`config.mk`:
```
export PLATFORM = sky130hd
export DESIGN_NAME = mem_access_stage_flat
export DESIGN_NICKNAME = d
export VERILOG_FILES = /design/src/rtl/mem_access_stage_if.sv /design/src/rtl/mem_access_stage.sv /design/src/flat_wrapper.sv
export SDC_FILE = /design/constraint.sdc
export NUM_CORES = 1
export LEC_CHECK = 0
export BUFFER_PORTS_ARGS = -buffer_cell sky130_fd_sc_hd__buf_2
export CORE_MARGIN = 10
export CORE_UTILIZATION = 49
export CTS_CLUSTER_SIZE = 16
export DETAILED_ROUTE_END_ITERATION = 7
export PLACE_DENSITY = 0.76
export RECOVER_POWER = 100
export SYNTH_ARGS = -nofsm -noshare
export SYNTH_HDL_FRONTEND = slang
export SYNTH_SLANG_ARGS = --single-unit
```
`constraint.sdc`:
```
create_clock -name clock -period 13.21 [get_ports clock]
set_input_delay 0.6605 -clock clock [delete_from_list [all_inputs] [get_ports clock]]
set_output_delay 0.6605 -clock clock [all_outputs]
set_load 0.005 [all_outputs]
```
`src/rtl/mem_access_stage_if.sv`:
```
// Bus bundle of the memory-access pipeline stage: the pipeline drives the master side and the stage is the slave.
// The write-back sideband fields and the PC ride through the stage unchanged.
interface mem_access_stage_if #(
   parameter int NB_DATA = 32
);
   logic               en_pipeline;
   logic [NB_DATA-1:0] alu_result_i;
   logic [NB_DATA-1:0] data_wr_to_mem_i;
   logic [5:0]         mem_signals_i;
   logic [2:0]         wb_signals_i;
   logic [4:0]         writeReg_i;
   logic [6:0]         pc_i;

   logic [NB_DATA-1:0] alu_result_o;
   logic [NB_DATA-1:0] read_data_o;
   logic [2:0]         wb_signals_o;
   logic [4:0]         writeReg_o;
   logic [6:0]         pc_o;
   logic               busy_o;
   logic               misaligned_o;

   modport master (
      output en_pipeline, alu_result_i, data_wr_to_mem_i, mem_signals_i,
             wb_signals_i, writeReg_i, pc_i,
      input  alu_result_o, read_data_o, wb_signals_o, writeReg_o, pc_o,
             busy_o, misaligned_o
   );

   modport slave (
      input  en_pipeline, alu_result_i, data_wr_to_mem_i, mem_signals_i,
             wb_signals_i, writeReg_i, pc_i,
      output alu_result_o, read_data_o, wb_signals_o, writeReg_o, pc_o,
             busy_o, misaligned_o
   );
endinterface

```
`src/rtl/mem_access_stage.sv`:
```
// Data-memory stage: byte/half/word loads are combinational and stores commit at the clock edge; after reset the memory is zeroed (busy_o high for 2^NB_ADDR cycles).
// No backpressure; misaligned accesses are dropped and flagged stickily. MEM_ACCESS_DEBUG_PORT_EN adds a raw word read port.
module mem_access_stage #(
   parameter int NB_DATA = 32,
   parameter int NB_ADDR = 5
) (
   input logic                clock,
   input logic                reset,
   mem_access_stage_if.slave  bus
`ifdef MEM_ACCESS_DEBUG_PORT_EN
   ,
   input  logic [NB_ADDR-1:0] debug_addr_i,
   output logic [NB_DATA-1:0] debug_data_o
`endif
);

   localparam int DEPTH = 1 << NB_ADDR;

   typedef enum logic {
      ST_CLEAR = 1'b0,
      ST_RUN   = 1'b1
   } state_t;

   state_t             state_q, state_d;
   logic [NB_ADDR-1:0] cnt_q, cnt_d;
   logic               misaligned_q, misaligned_d;
   logic [NB_DATA-1:0] mem_q [DEPTH];

   logic               mem_read, mem_write, ld_unsigned;
   logic [1:0]         size, offset;
   logic               is_half, is_word, access_misaligned;
   logic [NB_ADDR-1:0] word_idx;
   logic [NB_DATA-1:0] rd_word, merged_word, load_data;
   logic [7:0]         ld_byte;
   logic [15:0]        ld_half;

   logic               mem_we;
   logic [NB_ADDR-1:0] mem_waddr;
   logic [NB_DATA-1:0] mem_wdata;
   logic [NB_DATA-1:0] read_data;
   logic               unused_mem_sig;

   assign mem_read       = bus.mem_signals_i[0];
   assign mem_write      = bus.mem_signals_i[1];
   assign size           = bus.mem_signals_i[3:2];
   assign ld_unsigned    = bus.mem_signals_i[4];
   assign unused_mem_sig = bus.mem_signals_i[5];

   // Address bits above the word index are dropped, so accesses wrap modulo the memory size.
   assign word_idx = bus.alu_result_i[NB_ADDR+1:2];
   assign offset   = bus.alu_result_i[1:0];

   assign is_half           = (size == 2'b01);
   assign is_word           = size[1];
   assign access_misaligned = (is_half & offset[0]) | (is_word & (offset != 2'b00));

   assign rd_word = mem_q[word_idx];
   assign ld_byte = rd_word[{offset, 3'b000} +: 8];
   assign ld_half = rd_word[{offset[1], 4'b0000} +: 16];

   always_comb begin
      merged_word = rd_word;
      if (is_word) begin
         merged_word = bus.data_wr_to_mem_i;
      end else if (is_half) begin
         merged_word[{offset[1], 4'b0000} +: 16] = bus.data_wr_to_mem_i[15:0];
      end else begin
         merged_word[{offset, 3'b000} +: 8] = bus.data_wr_to_mem_i[7:0];
      end
   end

   always_comb begin
      load_data = '0;
      if (is_word) begin
         load_data = rd_word;
      end else if (is_half) begin
         load_data = {{(NB_DATA-16){~ld_unsigned & ld_half[15]}}, ld_half};
      end else begin
         load_data = {{(NB_DATA-8){~ld_unsigned & ld_byte[7]}}, ld_byte};
      end
   end

   always_comb begin
      state_d      = state_q;
      cnt_d        = cnt_q;
      misaligned_d = misaligned_q;
      mem_we       = 1'b0;
      mem_waddr    = word_idx;
      mem_wdata    = merged_word;
      read_data    = '0;
      case (state_q)
         ST_CLEAR: begin
            mem_we    = 1'b1;
            mem_waddr = cnt_q;
            mem_wdata = '0;
            cnt_d     = cnt_q + 1'b1;
            if (cnt_q == {NB_ADDR{1'b1}}) begin
               state_d = ST_RUN;
            end
         end
         ST_RUN: begin
            if (mem_read && !access_misaligned) begin
               read_data = load_data;
            end
            if ((mem_read || mem_write) && access_misaligned) begin
               misaligned_d = 1'b1;
            end
            mem_we = bus.en_pipeline & mem_write & ~access_misaligned;
         end
         default: begin
            state_d = ST_CLEAR;
         end
      endcase
   end

   always_ff @(posedge clock) begin
      if (reset) begin
         state_q      <= ST_CLEAR;
         cnt_q        <= '0;
         misaligned_q <= 1'b0;
      end else begin
         state_q      <= state_d;
         cnt_q        <= cnt_d;
         misaligned_q <= misaligned_d;
      end
   end

   // Storage is not reset directly; the CLEAR sweep zeroes it, and reset edges never write.
   always_ff @(posedge clock) begin
      if (!reset && mem_we) begin
         mem_q[mem_waddr] <= mem_wdata;
      end
   end

   assign bus.alu_result_o = bus.alu_result_i;
   assign bus.wb_signals_o = bus.wb_signals_i;
   assign bus.writeReg_o   = bus.writeReg_i;
   assign bus.pc_o         = bus.pc_i;
   assign bus.read_data_o  = read_data;
   assign bus.busy_o       = (state_q == ST_CLEAR);
   assign bus.misaligned_o = misaligned_q;

`ifdef MEM_ACCESS_DEBUG_PORT_EN
   assign debug_data_o = mem_q[debug_addr_i];
`endif

endmodule

```
`src/flat_wrapper.sv`:
```
// flat-port wrapper written by rule: the top's interface ports become plain ports
module mem_access_stage_flat 
#(
   parameter int NB_DATA = 32,
   parameter int NB_ADDR = 5
)
  (clock, reset, bus_en_pipeline, bus_alu_result_i, bus_data_wr_to_mem_i, bus_mem_signals_i, bus_wb_signals_i, bus_writeReg_i, bus_pc_i, bus_alu_result_o, bus_read_data_o, bus_wb_signals_o, bus_writeReg_o, bus_pc_o, bus_busy_o, bus_misaligned_o);
  mem_access_stage_if #(.NB_DATA(NB_DATA)) bus_i ();
  input logic clock;
  input logic reset;
  input wire logic [$bits(bus_i.en_pipeline)-1:0] bus_en_pipeline;
  input wire logic [$bits(bus_i.alu_result_i)-1:0] bus_alu_result_i;
  input wire logic [$bits(bus_i.data_wr_to_mem_i)-1:0] bus_data_wr_to_mem_i;
  input wire logic [$bits(bus_i.mem_signals_i)-1:0] bus_mem_signals_i;
  input wire logic [$bits(bus_i.wb_signals_i)-1:0] bus_wb_signals_i;
  input wire logic [$bits(bus_i.writeReg_i)-1:0] bus_writeReg_i;
  input wire logic [$bits(bus_i.pc_i)-1:0] bus_pc_i;
  output wire logic [$bits(bus_i.alu_result_o)-1:0] bus_alu_result_o;
  output wire logic [$bits(bus_i.read_data_o)-1:0] bus_read_data_o;
  output wire logic [$bits(bus_i.wb_signals_o)-1:0] bus_wb_signals_o;
  output wire logic [$bits(bus_i.writeReg_o)-1:0] bus_writeReg_o;
  output wire logic [$bits(bus_i.pc_o)-1:0] bus_pc_o;
  output wire logic [$bits(bus_i.busy_o)-1:0] bus_busy_o;
  output wire logic [$bits(bus_i.misaligned_o)-1:0] bus_misaligned_o;
  assign bus_i.en_pipeline = bus_en_pipeline;
  assign bus_i.alu_result_i = bus_alu_result_i;
  assign bus_i.data_wr_to_mem_i = bus_data_wr_to_mem_i;
  assign bus_i.mem_signals_i = bus_mem_signals_i;
  assign bus_i.wb_signals_i = bus_wb_signals_i;
  assign bus_i.writeReg_i = bus_writeReg_i;
  assign bus_i.pc_i = bus_pc_i;
  assign bus_alu_result_o = bus_i.alu_result_o;
  assign bus_read_data_o = bus_i.read_data_o;
  assign bus_wb_signals_o = bus_i.wb_signals_o;
  assign bus_writeReg_o = bus_i.writeReg_o;
  assign bus_pc_o = bus_i.pc_o;
  assign bus_busy_o = bus_i.busy_o;
  assign bus_misaligned_o = bus_i.misaligned_o;
  mem_access_stage #(.NB_DATA(NB_DATA), .NB_ADDR(NB_ADDR)) u_core (.clock(clock), .reset(reset), .bus(bus_i));
endmodule
```
==> results.rst <==
.. list-table::
   :header-rows: 1

   * - Metric
     - Value
   * - Outcome
     - complete, but fails checks
   * - Violated checks
     - capacitance limit, slew limit
   * - Proportion of power drawn by flip-flops and latches
     - 0.539
   * - Placeable core region
     - 0.0840 sq mm
   * - Unrepaired setup endpoints after global routing
     - no
   * - Total of hold buffers inserted after clock tree synthesis
     - 0
   * - Largest fanout of any net on the critical path
     - 74
   * - Clock slew at reported path FFs
     - 70 ps
   * - Syn Std Cell Area
     - 0.0417 sq mm
   * - Placed Instance Area
     - 0.0435 sq mm
   * - Clock tree from TritonCTS
     - built
   * - Internal power summed over all cells
     - 5.23 mW
   * - Most instantiated library cell after synthesis
     - sky130_fd_sc_hd__edfxtp_1
   * - Number of max-cap violations
     - 40
   * - Count of input and output buffers
     - 87
   * - Data arrival time of the worst path
     - 9430 ps
   * - Required @ worst endpoint
     - 13410 ps
   * - Final worst-path cycle share
     - 0.698
   * - Worst IR Drop VDD
     - 0.109 mV
   * - Initial DRT Pass Iterations
     - 8
   * - Synthesized area per cell
     - 21.2 sq um
   * - Share of cells above drive strength 1
     - 0.246
   * - Setup total negative slack
     - 0 ps
   * - Crit-path cells
     - clkbuf_1 > buf_4 > buf_4 > and3_1 > a31oi_1 > nor2_1 > clkbuf_1
   * - Sink Count
     - 1031
   * - Fraction of registers with async set or reset after synthesis
     - 0
   * - Non-Filler Cell Area, Final
     - 0.0460 sq mm
   * - Total die area
     - 0.0971 sq mm
   * - Pin slew with the least headroom to its limit
     - 4770 ps
   * - Aggregate global routing overflow
     - 0
   * - Power density normalized to cell area
     - 144 mW/mm^2
   * - Shortest clock period the worst path allows after layout
     - 9230 ps
   * - Die Wd
     - 312 um
   * - Type of destination of the critical path
     - register
   * - Primary flip-flop cell chosen by synthesis mapping
     - sky130_fd_sc_hd__edfxtp_1
   * - Final max-slew violation count
     - 1238
   * - Vias after detailed routing
     - 21.7k
   * - Final Hold Fails
     - 0
   * - # setup viols final
     - 0
   * - Gate count of the mapped netlist
     - 1966
   * - Distinct cell type count after synthesis
     - 56
   * - Buffers from clock root to sink, at most
     - 3
   * - Count of buffer and inverter cells on the critical path
     - 4
   * - Power share of the clock group
     - 0.409
   * - Synth area leaders
     - sky130_fd_sc_hd__edfxtp_1 74%, sky130_fd_sc_hd__mux4_2 16%, sky130_fd_sc_hd__buf_4 0.97%, sky130_fd_sc_hd__nor2_1 0.86%, sky130_fd_sc_hd__mux2i_1 0.82%
   * - Number of global-route vias before repair
     - 21.8k
   * - Rows
     - 106
   * - Worst-case headroom to the max-slew limit
     - -2.18
   * - Net load switching power
     - 1.40 mW
   * - Count of warnings emitted by yosys
     - 0
   * - Number of routed nets with antenna violations
     - 0
   * - Net count after synthesis
     - 2061
   * - Antenna violations before repair
     - 6
   * - Fin Hold WS
     - 386 ps
   * - Area fraction of the dominant cell type after synthesis
     - 0.738
   * - Starting Density
     - 0.497
   * - Gpl congestion
     - 0.924
   * - Cell type with the highest aggregate area in the netlist
     - sky130_fd_sc_hd__edfxtp_1
   * - Setup clock skew after layout
     - 27.0 ps
   * - Average routed wire per standard cell
     - 33.1 um
   * - DP Wirelength
     - 57800 um
   * - FF+latch count, synth
     - 1031
   * - Total clock buffers created by CTS
     - 98
   * - Commonest cells post-synth
     - 1024 x sky130_fd_sc_hd__edfxtp_1, 301 x sky130_fd_sc_hd__mux4_2, 96 x sky130_fd_sc_hd__nor2_1
   * - Remaining DRCs
     - 0
   * - Relative area change from synthesis to final layout
     - 10.5%
   * - Post-cts sizing count
     - 0
   * - Hold Path Depth
     - 2
   * - Post-detailed-routing wire length
     - 109000 um
   * - Initial DRC Count
     - 3532
   * - Max H-tree Level
     - 3
   * - Wire length of the first global-routing pass
     - 157000 um
   * - Drt via density
     - 6.61
   * - Post-layout nets
     - 2166
   * - Clock latency on the worst-skew pair
     - 660 ps
   * - Gate family responsible for the most delay along the worst path
     - buffers and inverters
   * - Die height
     - 312 um
   * - Critical Path Stages
     - 7
   * - Fraction of the yosys area taken by sequential cells
     - 0.741
   * - Overall track demand over capacity in global routing
     - 0.221
   * - R2R cell count
     - 7
   * - Post-CTS setup repair buffer count
     - 0
   * - Number of flops mapped to enable cells by yosys
     - 1024
   * - Combinational group share of total power
     - 0.052
   * - I/O pin count
     - 169
   * - Delay of the slowest critical-path stage
     - 3260 ps
   * - Top achievable clock speed
     - 108 MHz
   * - Crit start category
     - primary input
   * - Leakage power
     - 14.9 nW
   * - Path type of the worst setup path
     - in2reg
   * - Clock tree root driver cell
     - sky130_fd_sc_hd__clkbuf_16
   * - Largest net degree at the start of global routing
     - 116
   * - Library cell contributing the largest single delay on the critical path
     - sky130_fd_sc_hd__clkbuf_1
   * - Hold Path Class
     - in2reg
   * - Switching Share
     - 0.211
[final timing paths]
| check | start | to | slack (ps) |
|---|---|---|---|
| max | bus_alu_result_i[3] | u_core.mem_q[23][15] | 3980 |
| min | reset | u_core.cnt_q[3] | 390 |
| max reg2reg | u_core.state_q | u_core.mem_q[16][5] | 7130 |
| min reg2reg | u_core.bus.misaligned_o | u_core.bus.misaligned_o | 480 |
[sequential cells by signal, indices dropped and copies added, names as in the netlist]
name	cells
u_core.mem_q	1024
u_core.cnt_q	5
u_core.bus.misaligned_o	1
u_core.state_q	1
[cell type report]
type / count / area, sq um
Inverter: 13 / 48.8
Sequential cell: 1031 / 30900
Antenna cell: 1 / 2.50
Timing Repair Buffer: 159 / 726
Clock buffer: 122 / 2620
Multi-Input combinational cell: 768 / 9880
Tap cell: 1134 / 1420
Clock inverter: 54 / 455
Fill cell: 6111 / 37900
[kinds of logic (layout without fill, tap and decap cells)]
| family | count (synthesis) | after routing | share of synthesized area |
|---|---|---|---|
| DFF | 1031 | 1031 | 0.741 |
| muxes | 347 | 347 | 0.176 |
| and+or+nand+nor | 220 | 220 | 0.0232 |
| AOI/OAI and AO/OA | 191 | 191 | 0.0320 |
| buffers and inverters | 167 | 348 | 0.0252 |
| adders and majority gates | 7 | 7 | 0.00210 |
| xor gates and xnor gates | 3 | 3 | 0.000630 |
| other | 0 | 1 | 0 |
[per-stage QoR]
stage	total power [mW]	setup WS (ps)	util	cells
global placement	3.98	6900	0.518	3105
global route	6.79	3690	0.548	3281
finish	6.63	3980	0.548	3282
CTS	6.66	6890	0.555	3281
floorplan	3.88	8200	-	1966
detailed placement	3.98	6850	0.518	3105
[power groups by stage]
| stage | clock network (mW) | logic [mW] | registers, mW |
|---|---|---|---|
| floorplan | 0 | 0.242 | 3.64 |
| global placement | 0 | 0.337 | 3.64 |
| detailed placement | 0 | 0.342 | 3.64 |
| CTS | 2.74 | 0.346 | 3.57 |
| global route | 2.86 | 0.364 | 3.57 |
| finish | 2.71 | 0.348 | 3.57 |
[cell usage in the layout, fill, tap and decap left out, types with 7 or more instances in the layout]
master                      instances
sky130_fd_sc_hd__a22oi_1           13
sky130_fd_sc_hd__nand2_1           78
sky130_fd_sc_hd__o21ai_0           28
sky130_fd_sc_hd__buf_4             11
sky130_fd_sc_hd__nor2_4            17
sky130_fd_sc_hd__mux2i_1           34
sky130_fd_sc_hd__nor2_1            79
sky130_fd_sc_hd__mux4_2           301
sky130_fd_sc_hd__dfxtp_1            7
sky130_fd_sc_hd__o22ai_1           33
sky130_fd_sc_hd__buf_2             48
sky130_fd_sc_hd__a21oi_1           38
sky130_fd_sc_hd__clkinv_2          17
sky130_fd_sc_hd__edfxtp_1        1024
sky130_fd_sc_hd__a221oi_1          25
sky130_fd_sc_hd__inv_1             11
sky130_fd_sc_hd__clkbuf_16         99
sky130_fd_sc_hd__nor3_1             7
sky130_fd_sc_hd__nand3_1           10
sky130_fd_sc_hd__clkinv_1          25
sky130_fd_sc_hd__a22o_1            12
sky130_fd_sc_hd__o221ai_1           7
sky130_fd_sc_hd__ha_1               7
sky130_fd_sc_hd__clkbuf_1         115
[worst register-to-register path: cells and delay by family (launching register included)]
kind	cells	cell delay [ps]
AOI/OAI and AO/OA	1	230
buffers and inverters	2	3390
DFF	1	420
and+or+nand+nor	4	1570
[metal layers]
layer  track usage  wire length (um)  share of wire
met3        0.0639             15000           0.14
met5             0                 0              0
met2         0.341             50300           0.46
met1         0.298             38800           0.36
met4        0.0820              4600          0.042
No activity file was read; power rests on OpenSTA's default activity.
